--- config.mk ---
export PLATFORM = sky130hd
export DESIGN_NAME = dds_wave_gen
export DESIGN_NICKNAME = d
export VERILOG_FILES = /design/src/rtl/dds_wave_gen.sv
export SDC_FILE = /design/constraint.sdc
export NUM_CORES = 1
export LEC_CHECK = 0
export ABC_AREA = 1
export CAP_MARGIN = 10
export CORE_MARGIN = 3
export CORE_UTILIZATION = 54
export CTS_CLUSTER_DIAMETER = 100
export CTS_CLUSTER_SIZE = 24
export DETAILED_ROUTE_END_ITERATION = 8
export GPL_ROUTABILITY_DRIVEN = 0
export HOLD_SLACK_MARGIN = 0.03
export PLACE_DENSITY_LB_ADDON = 0.05
export SLEW_MARGIN = 30
export SYNTH_ARGS = -nofsm -noshare
export SYNTH_HDL_FRONTEND = slang
export SYNTH_SLANG_ARGS = --single-unit
--- constraint.sdc ---
create_clock -name sys_clk -period 10.5 [get_ports sys_clk]
set_input_delay 1.05 -clock sys_clk [delete_from_list [all_inputs] [get_ports sys_clk]]
set_output_delay 1.05 -clock sys_clk [all_outputs]
set_load 0.02 [all_outputs]
--- src/rtl/dds_wave_gen.sv ---
`default_nettype none
// +--------------------------------------------------------------------------+
// | dds_wave_gen : DDS phase accumulator with sine/square/triangle/sawtooth   |
// |                lookup and amplitude scaling about midscale for the DAC.  |
// | Revision     : 1.0                                                       |
// +--------------------------------------------------------------------------+
module dds_wave_gen #(
    parameter int PHASE_W = 32
) (
    input  logic               sys_clk,
    input  logic               rst_n,
    input  logic               en,
    input  logic               cfg_valid,
    output logic               cfg_ready,
    input  logic [PHASE_W-1:0] cfg_ftw,
    input  logic [1:0]         cfg_wave,
    input  logic [7:0]         cfg_amp,
    output logic [7:0]         data_out,
    output logic               sync_out
);

    localparam logic [7:0] MIDSCALE    = 8'd128;
    localparam logic [7:0] AMP_FULL    = 8'd255;
    localparam logic [1:0] WAVE_SINE   = 2'd0;
    localparam logic [1:0] WAVE_SQUARE = 2'd1;
    localparam logic [1:0] WAVE_TRI    = 2'd2;
    localparam logic [1:0] WAVE_SAW    = 2'd3;

    // Active and shadow configuration
    logic [PHASE_W-1:0] ftw_a_q, ftw_a_d;
    logic [PHASE_W-1:0] ftw_s_q, ftw_s_d;
    logic [1:0]         wave_a_q, wave_a_d;
    logic [1:0]         wave_s_q, wave_s_d;
    logic [7:0]         amp_a_q, amp_a_d;
    logic [7:0]         amp_s_q, amp_s_d;
    logic               pending_q, pending_d;

    // Stage 1: phase and its tags
    logic [PHASE_W-1:0] ph_q, ph_d;
    logic [1:0]         wave1_q, wave1_d;
    logic [7:0]         amp1_q, amp1_d;
    logic               en1_q, en1_d;
    logic               wrap1_q, wrap1_d;

    // Stage 2: raw waveform sample and its tags
    logic [7:0]         w2_q, w2_d;
    logic [7:0]         amp2_q, amp2_d;
    logic               en2_q, en2_d;
    logic               sync2_q, sync2_d;

    // Stage 3: scaled output
    logic [7:0]         data_q, data_d;
    logic               sync_q, sync_d;

    logic               accept;
    logic               apply;
    logic               accumulate;
    logic               wrap;
    logic [PHASE_W:0]   sum;

    logic [7:0]         p;
    logic [6:0]         sine_idx;
    logic [6:0]         sine_mag;

    logic signed [8:0]  dev;
    logic [8:0]         gain;
    logic [18:0]        prod;

    function automatic logic [6:0] quarter_sine(input logic [6:0] k);
        logic [6:0] v;
        case (k)
            7'd0:    v = 7'd0;
            7'd1:    v = 7'd3;
            7'd2:    v = 7'd6;
            7'd3:    v = 7'd9;
            7'd4:    v = 7'd12;
            7'd5:    v = 7'd16;
            7'd6:    v = 7'd19;
            7'd7:    v = 7'd22;
            7'd8:    v = 7'd25;
            7'd9:    v = 7'd28;
            7'd10:   v = 7'd31;
            7'd11:   v = 7'd34;
            7'd12:   v = 7'd37;
            7'd13:   v = 7'd40;
            7'd14:   v = 7'd43;
            7'd15:   v = 7'd46;
            7'd16:   v = 7'd49;
            7'd17:   v = 7'd51;
            7'd18:   v = 7'd54;
            7'd19:   v = 7'd57;
            7'd20:   v = 7'd60;
            7'd21:   v = 7'd63;
            7'd22:   v = 7'd65;
            7'd23:   v = 7'd68;
            7'd24:   v = 7'd71;
            7'd25:   v = 7'd73;
            7'd26:   v = 7'd76;
            7'd27:   v = 7'd78;
            7'd28:   v = 7'd81;
            7'd29:   v = 7'd83;
            7'd30:   v = 7'd85;
            7'd31:   v = 7'd88;
            7'd32:   v = 7'd90;
            7'd33:   v = 7'd92;
            7'd34:   v = 7'd94;
            7'd35:   v = 7'd96;
            7'd36:   v = 7'd98;
            7'd37:   v = 7'd100;
            7'd38:   v = 7'd102;
            7'd39:   v = 7'd104;
            7'd40:   v = 7'd106;
            7'd41:   v = 7'd107;
            7'd42:   v = 7'd109;
            7'd43:   v = 7'd111;
            7'd44:   v = 7'd112;
            7'd45:   v = 7'd113;
            7'd46:   v = 7'd115;
            7'd47:   v = 7'd116;
            7'd48:   v = 7'd117;
            7'd49:   v = 7'd118;
            7'd50:   v = 7'd120;
            7'd51:   v = 7'd121;
            7'd52:   v = 7'd122;
            7'd53:   v = 7'd122;
            7'd54:   v = 7'd123;
            7'd55:   v = 7'd124;
            7'd56:   v = 7'd125;
            7'd57:   v = 7'd125;
            7'd58:   v = 7'd126;
            7'd59:   v = 7'd126;
            7'd60:   v = 7'd126;
            7'd61:   v = 7'd127;
            7'd62:   v = 7'd127;
            7'd63:   v = 7'd127;
            default: v = 7'd127;
        endcase
        return v;
    endfunction

    // Accumulation restarts from a held phase 0 for one cycle after enable rises,
    // so the first enabled sample is always phase 0.
    always_comb begin : cfg_and_phase
        accept     = cfg_valid && !pending_q;
        accumulate = en && en1_q;
        sum        = {1'b0, ph_q} + {1'b0, ftw_a_q};
        wrap       = accumulate && sum[PHASE_W];
        apply      = pending_q && (wrap || !en || (ftw_a_q == '0));

        ftw_s_d  = ftw_s_q;
        wave_s_d = wave_s_q;
        amp_s_d  = amp_s_q;
        if (accept) begin
            ftw_s_d  = cfg_ftw;
            wave_s_d = cfg_wave;
            amp_s_d  = cfg_amp;
        end

        pending_d = pending_q;
        if (accept) begin
            pending_d = 1'b1;
        end else if (apply) begin
            pending_d = 1'b0;
        end

        ftw_a_d  = apply ? ftw_s_q  : ftw_a_q;
        wave_a_d = apply ? wave_s_q : wave_a_q;
        amp_a_d  = apply ? amp_s_q  : amp_a_q;

        // Tags take the post-apply config so the post-wrap sample uses it.
        ph_d    = accumulate ? sum[PHASE_W-1:0] : '0;
        wave1_d = wave_a_d;
        amp1_d  = amp_a_d;
        en1_d   = en;
        wrap1_d = wrap;
    end

    always_comb begin : lookup
        p        = ph_q[PHASE_W-1 -: 8];
        sine_idx = p[6] ? (7'd64 - {1'b0, p[5:0]}) : {1'b0, p[5:0]};
        sine_mag = quarter_sine(sine_idx);

        w2_d = MIDSCALE;
        case (wave1_q)
            WAVE_SINE:   w2_d = p[7] ? (MIDSCALE - {1'b0, sine_mag}) : (MIDSCALE + {1'b0, sine_mag});
            WAVE_SQUARE: w2_d = p[7] ? 8'd0 : 8'd255;
            WAVE_TRI:    w2_d = p[7] ? ~{p[6:0], 1'b0} : {p[6:0], 1'b0};
            WAVE_SAW:    w2_d = p;
            default:     w2_d = MIDSCALE;
        endcase

        amp2_d  = amp1_q;
        en2_d   = en1_q;
        sync2_d = wrap1_q;
    end

    // Full-width product of sign-extended deviation and gain; bits [15:8] are
    // the floored >>>8 result, which always fits in a signed byte.
    always_comb begin : scale
        dev    = $signed({1'b0, w2_q}) - 9'sd128;
        gain   = {1'b0, amp2_q} + 9'd1;
        prod   = {{10{dev[8]}}, dev} * {10'd0, gain};
        data_d = en2_q ? (prod[15:8] + MIDSCALE) : MIDSCALE;
        sync_d = sync2_q;
    end

    always_ff @(posedge sys_clk or negedge rst_n) begin
        if (!rst_n) begin
            ftw_a_q   <= '0;
            ftw_s_q   <= '0;
            wave_a_q  <= WAVE_SINE;
            wave_s_q  <= WAVE_SINE;
            amp_a_q   <= AMP_FULL;
            amp_s_q   <= AMP_FULL;
            pending_q <= 1'b0;
            ph_q      <= '0;
            wave1_q   <= WAVE_SINE;
            amp1_q    <= AMP_FULL;
            en1_q     <= 1'b0;
            wrap1_q   <= 1'b0;
            w2_q      <= MIDSCALE;
            amp2_q    <= AMP_FULL;
            en2_q     <= 1'b0;
            sync2_q   <= 1'b0;
            data_q    <= MIDSCALE;
            sync_q    <= 1'b0;
        end else begin
            ftw_a_q   <= ftw_a_d;
            ftw_s_q   <= ftw_s_d;
            wave_a_q  <= wave_a_d;
            wave_s_q  <= wave_s_d;
            amp_a_q   <= amp_a_d;
            amp_s_q   <= amp_s_d;
            pending_q <= pending_d;
            ph_q      <= ph_d;
            wave1_q   <= wave1_d;
            amp1_q    <= amp1_d;
            en1_q     <= en1_d;
            wrap1_q   <= wrap1_d;
            w2_q      <= w2_d;
            amp2_q    <= amp2_d;
            en2_q     <= en2_d;
            sync2_q   <= sync2_d;
            data_q    <= data_d;
            sync_q    <= sync_d;
        end
    end

    assign cfg_ready = !pending_q;
    assign data_out  = data_q;
    assign sync_out  = sync_q;

endmodule
`default_nettype wire

==> out/results.ini <==
[run_status]
status=completed

[worst_setup_path]
critPathArrivalTime_ns=6.08
reg2reg_from=amp2_q[0]$_DFF_PN1_
worstReg2RegEnd=data_out[5]$_DFF_PN0_
critPathLaunchType=register
cp-end-kind=register
r2r_cells=27
crit_fanout=10
crit_type=register to register
reg2reg_slack_ns=4.72
required_ns=10.81

[drt]
drt_iter0_drc=631
routedWlPerCell_um=14.34
viasPerCell=5.390
route.detailed.drc=0
drt_wl_total_mm=21.93
dr.pass1.iters=5
antenna_left=0
num_vias=8242

[clock_network]
cts_buffers=17
cts_setup_buffers=0
root_buffer=clkbuf_16
tritoncts=built
cts-resized-gates=0
clock_sinks=146
htree_levels=4
cts_buffer_depth=2
clk_latency_ns=0.43
path_clk_slew_ns=0.06
cts-hold-fix-buffers=0

[logic_synthesis]
yosysTopAreaCellShare_pct=28.94
syn_area_per_cell_um2=8.408
ys_dominant_reg_cell=dfrtp_1
yosysSeqAreaShare_pct=35.53
syn-instance-count=1234
synthesis.nets=1407
synth_most_common_cell=nand2_1
synthTopCellsByCount=nand2_1 (340), inv_1 (132), dfrtp_1 (120), nor2_1 (109), ha_1 (77)
synth-async-reset-ratio_pct=100.0
synth.distinct_cells=49
ys_ff_latch=146
ys.warnings.count=0
synth_largest_area_cell=dfrtp_1
synth_edf_count=0
synth_area_leaders=dfrtp_1 (29%), nand2_1 (12%), fa_1 (9.6%)
synth_area_um2=10370

[placed_design]
place_ws_ns=4.752
io_buffers=55
dpl.hpwl_mm=16.61
placed_cell_area_um2=11080
placed_cells_incl_taps=1497

[final_layout]
drive_gt1_share_pct=11.04
nNetsFinal=1455
n_antenna_cell=0
instances_no_fill=1529
syn2layout_area_growth_pct=12.70
final_design_area_no_fill_um2=11690

[timing]
fmax_mhz=173.2
setup_ws_ns=4.725
final.min_clock_period_ns=5.775
post-route-period-util_pct=55.00
hold_viol=0
grt_setup_unrepaired=no
clock_skew_ns=0.01424
whs_ns=0.3492
maxSlewHeadroom_pct=42.10
tightestPinTransition_ns=0.8655
setup_viol=0
finalSetupTns_ns=0
slew_violations=0

[power_and_ir_drop]
leakagePower_nw=5.907
p_per_area_nw_per_um2=353.7
peakVddDrop_mv=0.3638

[global_routing]
gr-usage-all-layers_pct=22.19
first_global_vias=7668
grt_pass1_wl_mm=37.14
grt_max_degree=79
overflow=0
antenna_found_initial=0

[job]
cap_violations=0

[floorplan]
die_w_um=144.6
rows=50
ios=56
die_h_um=144.6
core_area_um2=18770
initial_core_util_pct=55.28
die_area_um2=20910

[worst_hold_path]
hold_path_end=sync2_q$_DFF_PN0_
hp-class=register to register
hp-start=sync2_d$_DFF_PN0_
holdPathStages=0

layout make-up:
cell class              instances  area (µm²)
inverters                     138       523.0
flip-flops and latches        146        3686
well taps                     234       292.8
multi-input cells             923        6020
fillers                      1656        7076
repair buffers                 56       563.0
clock buffers                  18       429.2
clock inverters                14       178.9
registers in the layout (all words and copies together), names as in the netlist:
register	flops
w2_q	8
amp_s_q	8
en2_q	1
amp2_q	8
wave_s_q	2
sync2_d	1
wave1_q	2
sync2_q	1
ftw_a_q	32
ph_q	32
ftw_s_q	32
amp1_q	8
pending_q	1
sync_out	1
data_out	8
en1_q	1
worst max-delay path, cell delays in order (launching register included):
cell      delay [ns]
dfstp_2         0.63
ha_1            0.20
nand2_1         0.10
nor2_1          0.15
inv_1           0.07
o21ai_0         0.14
nand2_1         0.12
inv_1           0.18
nand2_1         0.11
fa_1            0.54
inv_1           0.05
fa_1            0.52
fa_1            0.44
fa_1            0.54
inv_1           0.05
fa_1            0.49
inv_1           0.04
ha_1            0.33
nand2_1         0.08
a21oi_1         0.06
a211oi_1        0.17
nand2_1         0.14
nand2_1         0.10
nand2_1         0.06
nand2_1         0.07
nand2_1         0.09
xnor2_1         0.14
nor2_1          0.05
metal layers:
layer	vias up	routed length [µm]	GRT usage (%)	part of all wire, %
li1	4131	-	-	-
met1	3881	10580	32.59	48
met2	196	10050	34.33	46
met3	34	853	2.976	3.9
met4	0	435	7.069	2.0
met5	-	0	0	0
worst max-delay path by stage:
stage | startpoint | endpoint | slack (ns) | cells past startpoint
2_1_floorplan | amp2_q[1]$_DFF_PN1_ | data_out[5]$_DFF_PN0_ | 5.22 | 27
3_3_place_gp | amp2_q[0]$_DFF_PN1_ | data_out[6]$_DFF_PN0_ | 4.88 | 27
3_5_place_dp | amp2_q[0]$_DFF_PN1_ | data_out[5]$_DFF_PN0_ | 4.75 | 27
4_1_cts | amp2_q[0]$_DFF_PN1_ | data_out[5]$_DFF_PN0_ | 4.72 | 27
5_1_grt | amp2_q[0]$_DFF_PN1_ | data_out[5]$_DFF_PN0_ | 4.31 | 27
6_report | amp2_q[0]$_DFF_PN1_ | data_out[5]$_DFF_PN0_ | 4.72 | 27
per-stage QoR:
step	utilization [%]	power, mW
after global routing	62.30	4.656
after floorplan	-	2.985
after detailed placement	59.04	3.542
after global placement	59.01	3.495
after CTS	62.28	4.188
final	62.30	4.135
logic make-up (layout without fill, tap and decap cells):
family	count (synthesis)	count (layout)	share of synthesized area (%)
and+or+nand+nor	568	568	23.67
DFF	146	146	35.53
AOI/OAI and AO/OA	168	168	9.310
muxes	40	40	4.342
xor gates and xnor gates	20	20	1.688
buffers and inverters	165	226	6.524
adders and majority gates	127	127	18.93
cells in the final DEF, fill, tap and decap left out, drive strengths merged:
cell and n:
a21o 4, xnor2 6, clkbuf 18, inv 143, a41oi 1, clkdlybuf4s50 54
mux2 40, a32oi 1, o21bai 3, nor2 114, o21ai 65, nor3 9
nand2 351, fa 50, o221ai 3, nand3b 1, nand3 58, clkinvlp 3
o31ai 2, clkinv 3, dfrtp 120, o2111ai 1, ha 77, or2 3
buf 2, a221oi 6, xor2 14, and2 1, o22ai 2, dfstp 26
nand4 18, bufinv 3, nor4 12, a21oi 73, a211oi 2, nor3b 1
o21a 5
report_power, final:
| part | switching (mW) | internal [mW] | leakage (nW) |
|---|---|---|---|
| sequential | 0.159 | 0.774 | 1.78 |
| combinational | 1.54 | 1.04 | 3.84 |
| clock | 0.244 | 0.377 | 0.288 |
Note: power is estimated with default switching activity, not from simulation.
